**config.mk**
```make
export PLATFORM = sky130hd
export DESIGN_NAME = regfile_param
export DESIGN_NICKNAME = d
export VERILOG_FILES = /design/src/rtl/regfile_param.sv
export SDC_FILE = /design/constraint.sdc
export NUM_CORES = 1
export LEC_CHECK = 0
export CAP_MARGIN = 20
export CORE_UTILIZATION = 30
export CTS_CLUSTER_DIAMETER = 30
export CTS_CLUSTER_SIZE = 25
export DETAILED_ROUTE_END_ITERATION = 12
export GPL_ROUTABILITY_DRIVEN = 0
export PLACE_DENSITY_LB_ADDON = 0.2
export SYNTH_ARGS = -nofsm -noshare
export SYNTH_HDL_FRONTEND = slang
export SYNTH_SLANG_ARGS = --single-unit
```
**constraint.sdc**
```tcl
create_clock -name ACLK -period 2.95 [get_ports ACLK]
set_input_delay 0.7375 -clock ACLK [delete_from_list [all_inputs] [get_ports ACLK]]
set_output_delay 0.7375 -clock ACLK [all_outputs]
set_load 0.01 [all_outputs]
```
**src/rtl/regfile_param.sv**
```systemverilog
// regfile_param: parametrised register bank between the AXI4-Lite slave
// control logic and the arithmetic datapath. Holds NUM_OPS operand
// registers, RESULT, CTRL, STATUS and LEDS, with byte-strobed writes,
// registered reads and a start/busy/done sequencer with timeout and IRQ.
// Illegal accesses raise o_wr_err / o_rd_err so the AXI side can answer
// with SLVERR.
//
// Word map (index = addr[7:2]):
//   0..NUM_OPS-1  OPk     RW
//   NUM_OPS       RESULT  RO
//   NUM_OPS+1     CTRL    [0] START (W1, self-clear), [1] IRQ_EN, [4+:OP_W] OP
//   NUM_OPS+2     STATUS  [0] BUSY RO, [1] DONE W1C, [2] TIMEOUT W1C
//   NUM_OPS+3     LEDS    RW
module regfile_param #(
  parameter int NUM_OPS     = 2,
  parameter int DATA_W      = 32,
  parameter int OP_W        = 2,
  parameter int LED_W       = 4,
  parameter int TIMEOUT_CYC = 1024
) (
  input  logic                        ACLK,
  input  logic                        ARSTn,
  // write channel
  input  logic                        i_wr_en,
  input  logic [7:0]                  i_addr_wc,
  input  logic [DATA_W-1:0]           i_data_wc,
  input  logic [DATA_W/8-1:0]         i_strb_wc,
  output logic                        o_wr_err,
  // read channel
  input  logic                        i_rd_en,
  input  logic [7:0]                  i_addr_rc,
  output logic [DATA_W-1:0]           o_data_rc,
  output logic                        o_rd_err,
  // datapath interface
  output logic                        o_start,
  output logic [OP_W-1:0]             o_op,
  output logic [NUM_OPS*DATA_W-1:0]   o_operands,
  input  logic                        i_result_valid,
  input  logic [DATA_W-1:0]           i_result,
  // status
  output logic                        o_busy,
  output logic                        o_irq,
  output logic [LED_W-1:0]            o_leds
);

  localparam int STRB_W = DATA_W / 8;
  localparam int CNT_W  = $clog2(TIMEOUT_CYC);

  localparam logic [5:0] IDX_RESULT = 6'(NUM_OPS);
  localparam logic [5:0] IDX_CTRL   = 6'(NUM_OPS + 1);
  localparam logic [5:0] IDX_STATUS = 6'(NUM_OPS + 2);
  localparam logic [5:0] IDX_LEDS   = 6'(NUM_OPS + 3);

  localparam logic [CNT_W-1:0] CNT_LAST = CNT_W'(TIMEOUT_CYC - 1);

  typedef enum logic [1:0] {
    S_IDLE = 2'd0,
    S_BUSY = 2'd1,
    S_DONE = 2'd2
  } state_t;

  // Byte-lane merge: only lanes with their strobe set take the new data.
  function automatic logic [DATA_W-1:0] f_merge(
    input logic [DATA_W-1:0] old_val,
    input logic [DATA_W-1:0] wdata,
    input logic [STRB_W-1:0] strb
  );
    logic [DATA_W-1:0] res;
    res = old_val;
    for (int b = 0; b < STRB_W; b++) begin
      if (strb[b]) res[b*8 +: 8] = wdata[b*8 +: 8];
    end
    return res;
  endfunction

  // ---------------------------------------------------------------------
  // Register state
  // ---------------------------------------------------------------------
  logic [DATA_W-1:0] r_ops [NUM_OPS];
  logic [DATA_W-1:0] r_result;
  logic [DATA_W-1:0] r_leds;
  logic              r_irq_en;
  logic [OP_W-1:0]   r_opcode;
  logic              r_done;
  logic              r_timeout;
  state_t            r_state;
  logic [CNT_W-1:0]  r_cnt;
  logic              r_start;
  logic              r_wr_err;
  logic [DATA_W-1:0] r_data_rc;
  logic              r_rd_err;

  // ---------------------------------------------------------------------
  // Write decode
  // ---------------------------------------------------------------------
  logic [5:0] w_wr_idx;
  logic       w_busy;
  logic       w_is_op;
  logic       w_is_result;
  logic       w_is_ctrl;
  logic       w_is_status;
  logic       w_is_leds;
  logic       w_wr_idx_ok;
  logic       w_lane0;
  logic       w_wr_err;
  logic       w_wr_ok;
  logic       w_start_req;
  logic       w_clr_done;
  logic       w_clr_timeout;
  logic       w_irq_en_upd;
  logic       w_take_result;
  logic       w_hit_timeout;

  assign w_wr_idx    = i_addr_wc[7:2];
  assign w_busy      = (r_state == S_BUSY);
  assign w_is_op     = (w_wr_idx <  IDX_RESULT);
  assign w_is_result = (w_wr_idx == IDX_RESULT);
  assign w_is_ctrl   = (w_wr_idx == IDX_CTRL);
  assign w_is_status = (w_wr_idx == IDX_STATUS);
  assign w_is_leds   = (w_wr_idx == IDX_LEDS);
  assign w_wr_idx_ok = (w_wr_idx <= IDX_LEDS);

  // START, IRQ_EN, OP, DONE and TIMEOUT all live in byte lane 0.
  assign w_lane0 = i_strb_wc[0];

  // Any CTRL write during BUSY is flagged: it may touch OP or START, both
  // of which are locked while the datapath is working.
  assign w_wr_err = i_wr_en & ( ~w_wr_idx_ok
                              | w_is_result
                              | (w_is_status & w_lane0 & i_data_wc[0])
                              | (w_is_op & w_busy)
                              | (w_is_ctrl & w_busy));

  assign w_wr_ok       = i_wr_en & ~w_wr_err;
  assign w_start_req   = w_wr_ok & w_is_ctrl   & w_lane0 & i_data_wc[0];
  assign w_clr_done    = w_wr_ok & w_is_status & w_lane0 & i_data_wc[1];
  assign w_clr_timeout = w_wr_ok & w_is_status & w_lane0 & i_data_wc[2];

  // IRQ_EN stays writable during BUSY even though the write is flagged.
  assign w_irq_en_upd  = i_wr_en & w_is_ctrl & w_lane0;

  // A result arriving in the timeout cycle wins over the timeout.
  assign w_take_result = w_busy & i_result_valid;
  assign w_hit_timeout = w_busy & ~i_result_valid & (r_cnt == CNT_LAST);

  // Sequencer: IDLE/DONE -> BUSY on START, BUSY -> DONE on result or timeout.
  always_ff @(posedge ACLK or negedge ARSTn) begin
    if (!ARSTn) begin
      r_state   <= S_IDLE;
      r_cnt     <= '0;
      r_start   <= 1'b0;
      r_done    <= 1'b0;
      r_timeout <= 1'b0;
      r_result  <= '0;
    end else begin
      r_start <= 1'b0;
      if (w_clr_timeout && !w_busy) r_timeout <= 1'b0;
      case (r_state)
        S_IDLE: begin
          if (w_start_req) begin
            r_state   <= S_BUSY;
            r_start   <= 1'b1;
            r_cnt     <= '0;
            r_done    <= 1'b0;
            r_timeout <= 1'b0;
          end
        end
        S_BUSY: begin
          // Setting DONE here takes priority over a W1C in the same cycle,
          // because the clear is only honoured in the DONE state.
          if (w_take_result) begin
            r_state  <= S_DONE;
            r_result <= i_result;
            r_done   <= 1'b1;
          end else if (w_hit_timeout) begin
            r_state   <= S_DONE;
            r_done    <= 1'b1;
            r_timeout <= 1'b1;
          end else begin
            r_cnt <= r_cnt + 1'b1;
          end
        end
        S_DONE: begin
          if (w_start_req) begin
            r_state   <= S_BUSY;
            r_start   <= 1'b1;
            r_cnt     <= '0;
            r_done    <= 1'b0;
            r_timeout <= 1'b0;
          end else if (w_clr_done) begin
            r_state <= S_IDLE;
            r_done  <= 1'b0;
          end
        end
        default: begin
          r_state <= S_IDLE;
        end
      endcase
    end
  end

  // Software-writable registers: operands, LEDS, CTRL fields, error pulse.
  always_ff @(posedge ACLK or negedge ARSTn) begin
    if (!ARSTn) begin
      for (int k = 0; k < NUM_OPS; k++) r_ops[k] <= '0;
      r_leds   <= '0;
      r_irq_en <= 1'b0;
      r_opcode <= '0;
      r_wr_err <= 1'b0;
    end else begin
      r_wr_err <= w_wr_err;
      for (int k = 0; k < NUM_OPS; k++) begin
        if (w_wr_ok && (w_wr_idx == 6'(k))) begin
          r_ops[k] <= f_merge(r_ops[k], i_data_wc, i_strb_wc);
        end
      end
      if (w_wr_ok && w_is_leds) begin
        r_leds <= f_merge(r_leds, i_data_wc, i_strb_wc);
      end
      if (w_irq_en_upd) begin
        r_irq_en <= i_data_wc[1];
      end
      if (w_wr_ok && w_is_ctrl && w_lane0) begin
        r_opcode <= i_data_wc[4 +: OP_W];
      end
    end
  end

  // ---------------------------------------------------------------------
  // Read path
  // ---------------------------------------------------------------------
  logic [5:0]        w_rd_idx;
  logic [DATA_W-1:0] w_rd_data;
  logic              w_rd_idx_ok;

  assign w_rd_idx    = i_addr_rc[7:2];
  assign w_rd_idx_ok = (w_rd_idx <= IDX_LEDS);

  // Read mux; invalid indices return 0.
  always_comb begin
    w_rd_data = '0;
    for (int k = 0; k < NUM_OPS; k++) begin
      if (w_rd_idx == 6'(k)) w_rd_data = r_ops[k];
    end
    if (w_rd_idx == IDX_RESULT) begin
      w_rd_data = r_result;
    end else if (w_rd_idx == IDX_CTRL) begin
      w_rd_data[1]         = r_irq_en;
      w_rd_data[4 +: OP_W] = r_opcode;
    end else if (w_rd_idx == IDX_STATUS) begin
      w_rd_data[0] = w_busy;
      w_rd_data[1] = r_done;
      w_rd_data[2] = r_timeout;
    end else if (w_rd_idx == IDX_LEDS) begin
      w_rd_data = r_leds;
    end
  end

  // Registered read response; data holds between reads, the error flag
  // is a pulse that accompanies the response cycle only.
  always_ff @(posedge ACLK or negedge ARSTn) begin
    if (!ARSTn) begin
      r_data_rc <= '0;
      r_rd_err  <= 1'b0;
    end else begin
      r_rd_err <= i_rd_en & ~w_rd_idx_ok;
      if (i_rd_en) r_data_rc <= w_rd_data;
    end
  end

  // ---------------------------------------------------------------------
  // Outputs
  // ---------------------------------------------------------------------
  for (genvar k = 0; k < NUM_OPS; k++) begin : g_operands
    assign o_operands[k*DATA_W +: DATA_W] = r_ops[k];
  end

  assign o_wr_err  = r_wr_err;
  assign o_data_rc = r_data_rc;
  assign o_rd_err  = r_rd_err;
  assign o_start   = r_start;
  assign o_op      = r_opcode;
  assign o_busy    = w_busy;
  assign o_irq     = r_irq_en & r_done;
  assign o_leds    = r_leds[LED_W-1:0];

  // Byte-offset address bits are architecturally ignored.
  logic w_unused_addr;
  assign w_unused_addr = ^{i_addr_wc[1:0], i_addr_rc[1:0]};

endmodule

```
### Word-level counts from Yosys, hierarchy flattened

Index checks and enable logic that the tools add are counted.

| word-level totals | value |
|---|---|
| output and inout bits | 107 |
| input bits | 89 |
| flip-flop bits (word level) | 180 |
| word-level logic and storage cells | 137 |

| operators by class | value |
|---|---|
| bitwise gates (word level) | 28 |
| add/subtract/negate cells | 1 |
| $lt $le $gt $ge | 3 |
| reductions and logical operators | 29 |
| multiplexer cells | 34 |
| equal/unequal tests | 19 |

Operators by type and width:

| operator | number |
|---|---|
| 32-bit two-way mux | 4 |
| 10-bit two-way mux | 3 |
| 29-bit two-way mux | 1 |
| 26-bit two-way mux | 1 |
| 2-bit AND reduction | 13 |
| 6-bit by 2-bit equality test with 1-bit output, second input constant | 4 |
| 6-bit by 3-bit equality test with 1-bit output, second input constant | 4 |
| 1-bit AND | 20 |
| 10-bit case mux with 2 select lines | 1 |
| 2-bit two-way mux | 7 |
| 1-bit two-way mux | 13 |
| 6-bit by 1-bit equality test with 1-bit output, second input constant | 2 |
| 6-bit by 3-bit <= comparator with 1-bit output, second input constant | 2 |
| 6-bit zero test | 2 |
| 10-bit by 1-bit adder with 10-bit output, second input constant | 1 |
| 10-bit equality test, second input constant | 1 |
| 4-bit AND reduction | 2 |
| 1-bit logical AND | 6 |
| 6-bit by 2-bit < comparator with 1-bit output, second input constant | 1 |
| 2-bit != test, second input constant | 3 |
| 2-bit case mux with 3 select lines | 1 |
| 1-bit NOT | 4 |
| 1-bit OR | 4 |
| 3-bit two-way mux | 1 |
| 13 further kinds | 13 |

### Longest topological paths before layout

| depth | value |
|---|---|
| depth after elaboration | 17 |
| gate-level depth with buffers | 8 |
| depth with buffers taken out | 5 |

### Worst setup path after synthesis

Ideal clock, no wire load.

| timing path | value |
|---|---|
| kind | in2reg |
| start point | input port i_addr_wc[7] |
| end point | register r_ops (netlist bit o_operands[10]) |
| setup time | 0.125 ns |
| data arrival time | 2.242 ns |
| required time | 2.825 ns |
| path buffers | 1 |
| path slack | 0.583 ns |
| stages | 5 |
| path through | or3_1 -> nor4_4 -> and3_2 -> buf_6 -> mux2_2 |

| between the ends | value |
|---|---|
| longest elaborated chain between the ends | 11 |
| elaborated cells between the ends (all ways) | 20 |
| classes of those cells | order compare: 2; eq/ne: 3; bitwise: 12; reduce/logical: 3 |

RTL lines:

| item | RTL line | RTL |
|---|---|---|
| start, declared | 25 | `input logic [7:0] i_addr_wc,` |
| 6-bit by 3-bit <= comparator with 1-bit output or 6-bit by 3-bit equality test with 1-bit output (tied branches) | 121, 119 |  |
| 1-bit NOT or 1-bit AND (tied branches) | 128, 130 |  |
| 1-bit OR or 1-bit AND (tied branches) | 129, 130 |  |
| 1-bit OR | 130 | `\| (w_is_status & w_lane0 & i_data_wc[0])` |
| 1-bit OR | 131 | `\| (w_is_op & w_busy)` |
| 1-bit OR | 132 | `\| (w_is_ctrl & w_busy));` |
| 1-bit AND | 128 | `assign w_wr_err = i_wr_en & ( ~w_wr_idx_ok` |
| 1-bit NOT | 134 | `assign w_wr_ok = i_wr_en & ~w_wr_err;` |
| 1-bit AND | 134 |  |
| 1-bit logical AND * | 213 | `if (w_wr_ok && (w_wr_idx == 6'(k))) begin` |
| 2-bit AND reduction (no source line) * | n/a |  |
| end signal, assigned by index | 214 | `r_ops[k] <= f_merge(r_ops[k], i_data_wc, i_strb_wc);` |
| end, declared | 79 | `logic [DATA_W-1:0] r_ops [NUM_OPS];` |

Every way passes the cells marked *; elsewhere a longest branch is shown, timed or not.
A chain may end at the register's enable or synchronous reset.

### Final worst setup path

| timing path | value |
|---|---|
| start point | register r_state[0] |
| end point | output port o_busy |

| between the ends | value |
|---|---|
| longest elaborated chain between the ends | 1 |

RTL lines:

| item | RTL line | RTL |
|---|---|---|
| start, declared | 86 | `state_t r_state;` |
| start signal, assigned | 149 | `r_state <= S_IDLE;` |
| start signal, assigned | 161 | `r_state <= S_BUSY;` |
| start signal, assigned | 172 | `r_state <= S_DONE;` |
| 2-bit by 1-bit equality test with 1-bit output | 115 | `assign w_busy = (r_state == S_BUSY);` |
| end, declared | 41 | `output logic o_busy,` |

Every way passes these cells.

==> impl_metrics.py <==
metrics = {
    "worst_setup_path": {
        "critPathCaptureType": "primary output",
        "cpPeakStageDelay_ps": 600,
        "critPathKind": "flip-flop to primary output",
        "crit_fanout": 8,
        "worstPathArrival_ps": 2090,
        "worst_path_max_delay_cell": "clkdlybuf4s50_1",
        "cp-start-kind": "flip-flop",
        "worstPathRequired_ps": 2210,
        "cp_num_buf_inv": 2,
        "reg2reg_slack_ps": 850,
        "critical-path-top-delay-family": "buffers and inverters",
        "path_cells": "or2b_2 -> inv_1 -> clkdlybuf4s50_1",
    },
    "floorplan": {
        "die_width_um": 165.2,
        "ioPinCount": 196,
        "die_h_um": 165.2,
        "start_util": 0.3059,
        "floorplan.rows": 59,
        "core_region_area_um2": 26130,
        "dieArea_um2": 27300,
    },
    "cells_and_area": {
        "drive_gt1_frac": 0.2538,
        "fin_nets": 932,
        "area_growth_pct": 37.92,
        "diodes": 0,
        "num-fill-cells": 2546,
        "fin_area_um2": 11030,
    },
    "sta": {
        "fmax_ghz": 0.3531,
        "maxSlewViolCount": 0,
        "min_period_ps": 2832,
        "tns_ps": 0,
        "rsz0062_at_grt": "false",
        "worst_slew_pin_slew_ps": 621.5,
        "period_share": 0.9600,
        "timing.clock.skew_ps": 11.93,
        "setup_viol": 0,
        "hold_violations": 0,
        "slew_headroom": 0.5857,
    },
    "cts": {
        "path_clk_slew_ps": 70,
        "numCtsBuffers": 17,
        "clock_path_buffers": 2,
        "cts_tree": "done",
        "root_buffer": "clkbuf_16",
        "cts-resized-gates": 0,
        "cts.sinks": 180,
        "postCtsHoldBufs": 0,
        "htree_levels": 4,
        "clk_latency_ps": 430,
        "post_cts.repair.setup_buffers": 0,
    },
    "place": {
        "hpwl_um": 16620,
        "io_buffers": 191,
        "place_area_um2": 10430,
    },
    "drt": {
        "num_vias": 5944,
        "drt_first_pass_iters": 8,
        "drt-total-wl_um": 22940,
        "vias_per_cell": 4.995,
        "remaining_drc_errors": 23,
        "first_iter_violations": 232,
        "antenna_left": 0,
        "wire_per_inst_um": 19.28,
    },
    "power_and_ir_drop": {
        "p_int_uw": 4365,
        "ir_worst_vdd_mv": 0.2494,
        "power.switching_uw": 1498,
        "clockPowerShare": 0.397,
        "power_uw": 5863,
        "switching_share": 0.2555,
        "pwr-share-seq": 0.467,
        "power_density_nw_per_um2": 531.7,
        "p_leak_uw": 0.004846,
        "p_comb_frac": 0.135,
    },
    "synth": {
        "synth_ff_type": "dfrtp_1",
        "synthXorXnorAreaFrac": 0,
        "ys_seq_area_frac": 0.5635,
        "synth_area_um2": 7994,
        "synth.mux.area_fraction": 0.1939,
        "synth-adder-area-share": 0.001565,
        "yosys_warnings": 0,
        "synth_compound_area_frac": 0.1307,
        "syn_area_per_cell_um2": 12.49,
        "netlist_instances": 640,
        "async_reset_ff_frac": 1.000,
        "synth_top_family_by_area": "multiplexers",
        "syn_nets": 730,
        "synth_edf_count": 0,
        "synth-simple-area-share": 0.08029,
        "synth-seq-cells": 180,
        "yosysUniqueCellTypes": 55,
    },
    "global_routing": {
        "antenna_found_initial": 0,
        "grt_pass1_vias": 5943,
        "grt_max_degree": 62,
        "grt_overflow": 0,
        "grt_use_total": 0.1712,
        "grt_pass1_wl_um": 34730,
    },
    "min_path": {
        "hp-class": "input port to async pin",
    },
    "run_status": {
        "violations": "design-rule violations",
        "status": "finished, violations left",
    },
    "run": {
        "maxCapViolations": 0,
    },
}
## worst reg2reg max path: stages, from the launching register on
cell and delay [ps]:
dfrtp_1 460, or2b_2 230, inv_1 140, nor4_4 290, buf_4 230, nand3_2 270, mux2_2 360
## kinds of logic after synthesis
kind of cell / Yosys count
AO/OA/AOI/OAI: 155
adder cells (fa/ha/maj): 1
buffers and inverters: 52
flip-flops: 180
multiplexers: 137
AND/OR/NAND/NOR: 115
## cell type report
cell class	instances	area, um^2	share of cell area
Tap cell	335	419.2	0.03802
Sequential cell	180	4504	0.4085
Clock buffer	18	429.2	0.03892
Clock inverter	14	167.7	0.01521
Timing Repair Buffer	224	2196	0.1992
Inverter	11	41.29	0.003745
Multi-Input combinational cell	408	3268	0.2964
## metal layers
layer / vias to the layer above / GRT usage / wire length, um
met5: - / 0 / 0
met4: 0 / 0.04879 / 270
met3: 13 / 0.03771 / 1129
met2: 135 / 0.2874 / 11430
met1: 2994 / 0.2203 / 10110
li1: 2802 / - / -
## power groups by stage
stage / combinational [uW] / sequential [uW] / clock, uW
CTS: 811 / 2740 / 2390
global route: 863 / 2760 / 2490
finish: 794 / 2740 / 2330
floorplan: 262 / 2810 / 0
global placement: 801 / 2790 / 0
detailed placement: 809 / 2790 / 0
## cells in the final DEF, fill, tap and decap left out, drive strengths merged, types with 2 or more instances in the layout
master         netlist  routed
o22ai               33      33
nor3                 6       6
nand3               14      14
inv                 11      18
nand4b               2       2
nand2               16      16
o2bb2ai             27      27
a21oi               36      36
nor4                 3       3
and2                 4       4
o21a                 2       2
nand2b               3       3
o32ai                2       2
clkinvlp             0       3
clkinv               0       2
nor2                37      37
a21o                 3       3
dfrtp              180     180
mux2               133     133
mux2i                3       3
o21ai               12      12
nand4                6       6
bufinv               0       2
clkbuf              26      18
a31oi                3       3
a22oi               26      26
and3                 7       7
clkdlybuf4s50        0     187
nor2b                4       4
or3                  7       7
buf                 15      37
## cell usage after synthesis, types with 4 or more instances
cell       number  area (um^2)
clkbuf_1       25        93.84
a21oi_1        36        180.2
nand3_2         6        60.06
mux2_2        131         1475
nor3_1          6        30.03
nor2_1         37        138.9
nand3_1         8        40.04
dfrtp_1       180         4504
o21ai_0        12        60.06
and3_1          6        37.54
and2_1          4        25.02
o2bb2ai_1      27        236.5
buf_2           8        40.04
a22oi_1        26        195.2
inv_1          11        41.29
nand4_1         6        37.54
buf_4           5        37.54
nor2b_1         4        25.02
o22ai_1        33        206.5
nand2_1        13        48.80
or3_1           7        43.79
## registers in the layout, indices dropped and copies added (netlist names)
name        cells
o_data_rc      32
o_op            2
o_operands     64
o_rd_err        1
o_start         1
o_wr_err        1
r_cnt          10
r_done          1
r_irq_en        1
r_leds         32
r_result       32
r_state         2
r_timeout       1
## final timing paths
path / from / cells after the start / end
max: r_state[0] / 3 / o_busy
min: ARSTn / 1 / o_operands[14]
max reg2reg: r_state[0] / 6 / o_operands[28]
min reg2reg: r_leds[5] / 1 / r_leds[5]
max in group asynchronous: ARSTn / 2 / r_leds[22]
min in group ACLK: r_leds[5] / 1 / r_leds[5]
## per-stage QoR
step	instances	setup WS, ps	utilization	hold WS, ps
floorplan	640	582.7	-	441.9
global placement	1158	120.2	0.3991	477.4
detailed placement	1158	95.81	0.3991	491.0
CTS	1190	104.6	0.4219	326.8
global route	1190	53.73	0.4219	343.4
finish	1190	118.0	0.4219	304.6
(Power assumes the default switching activity.)
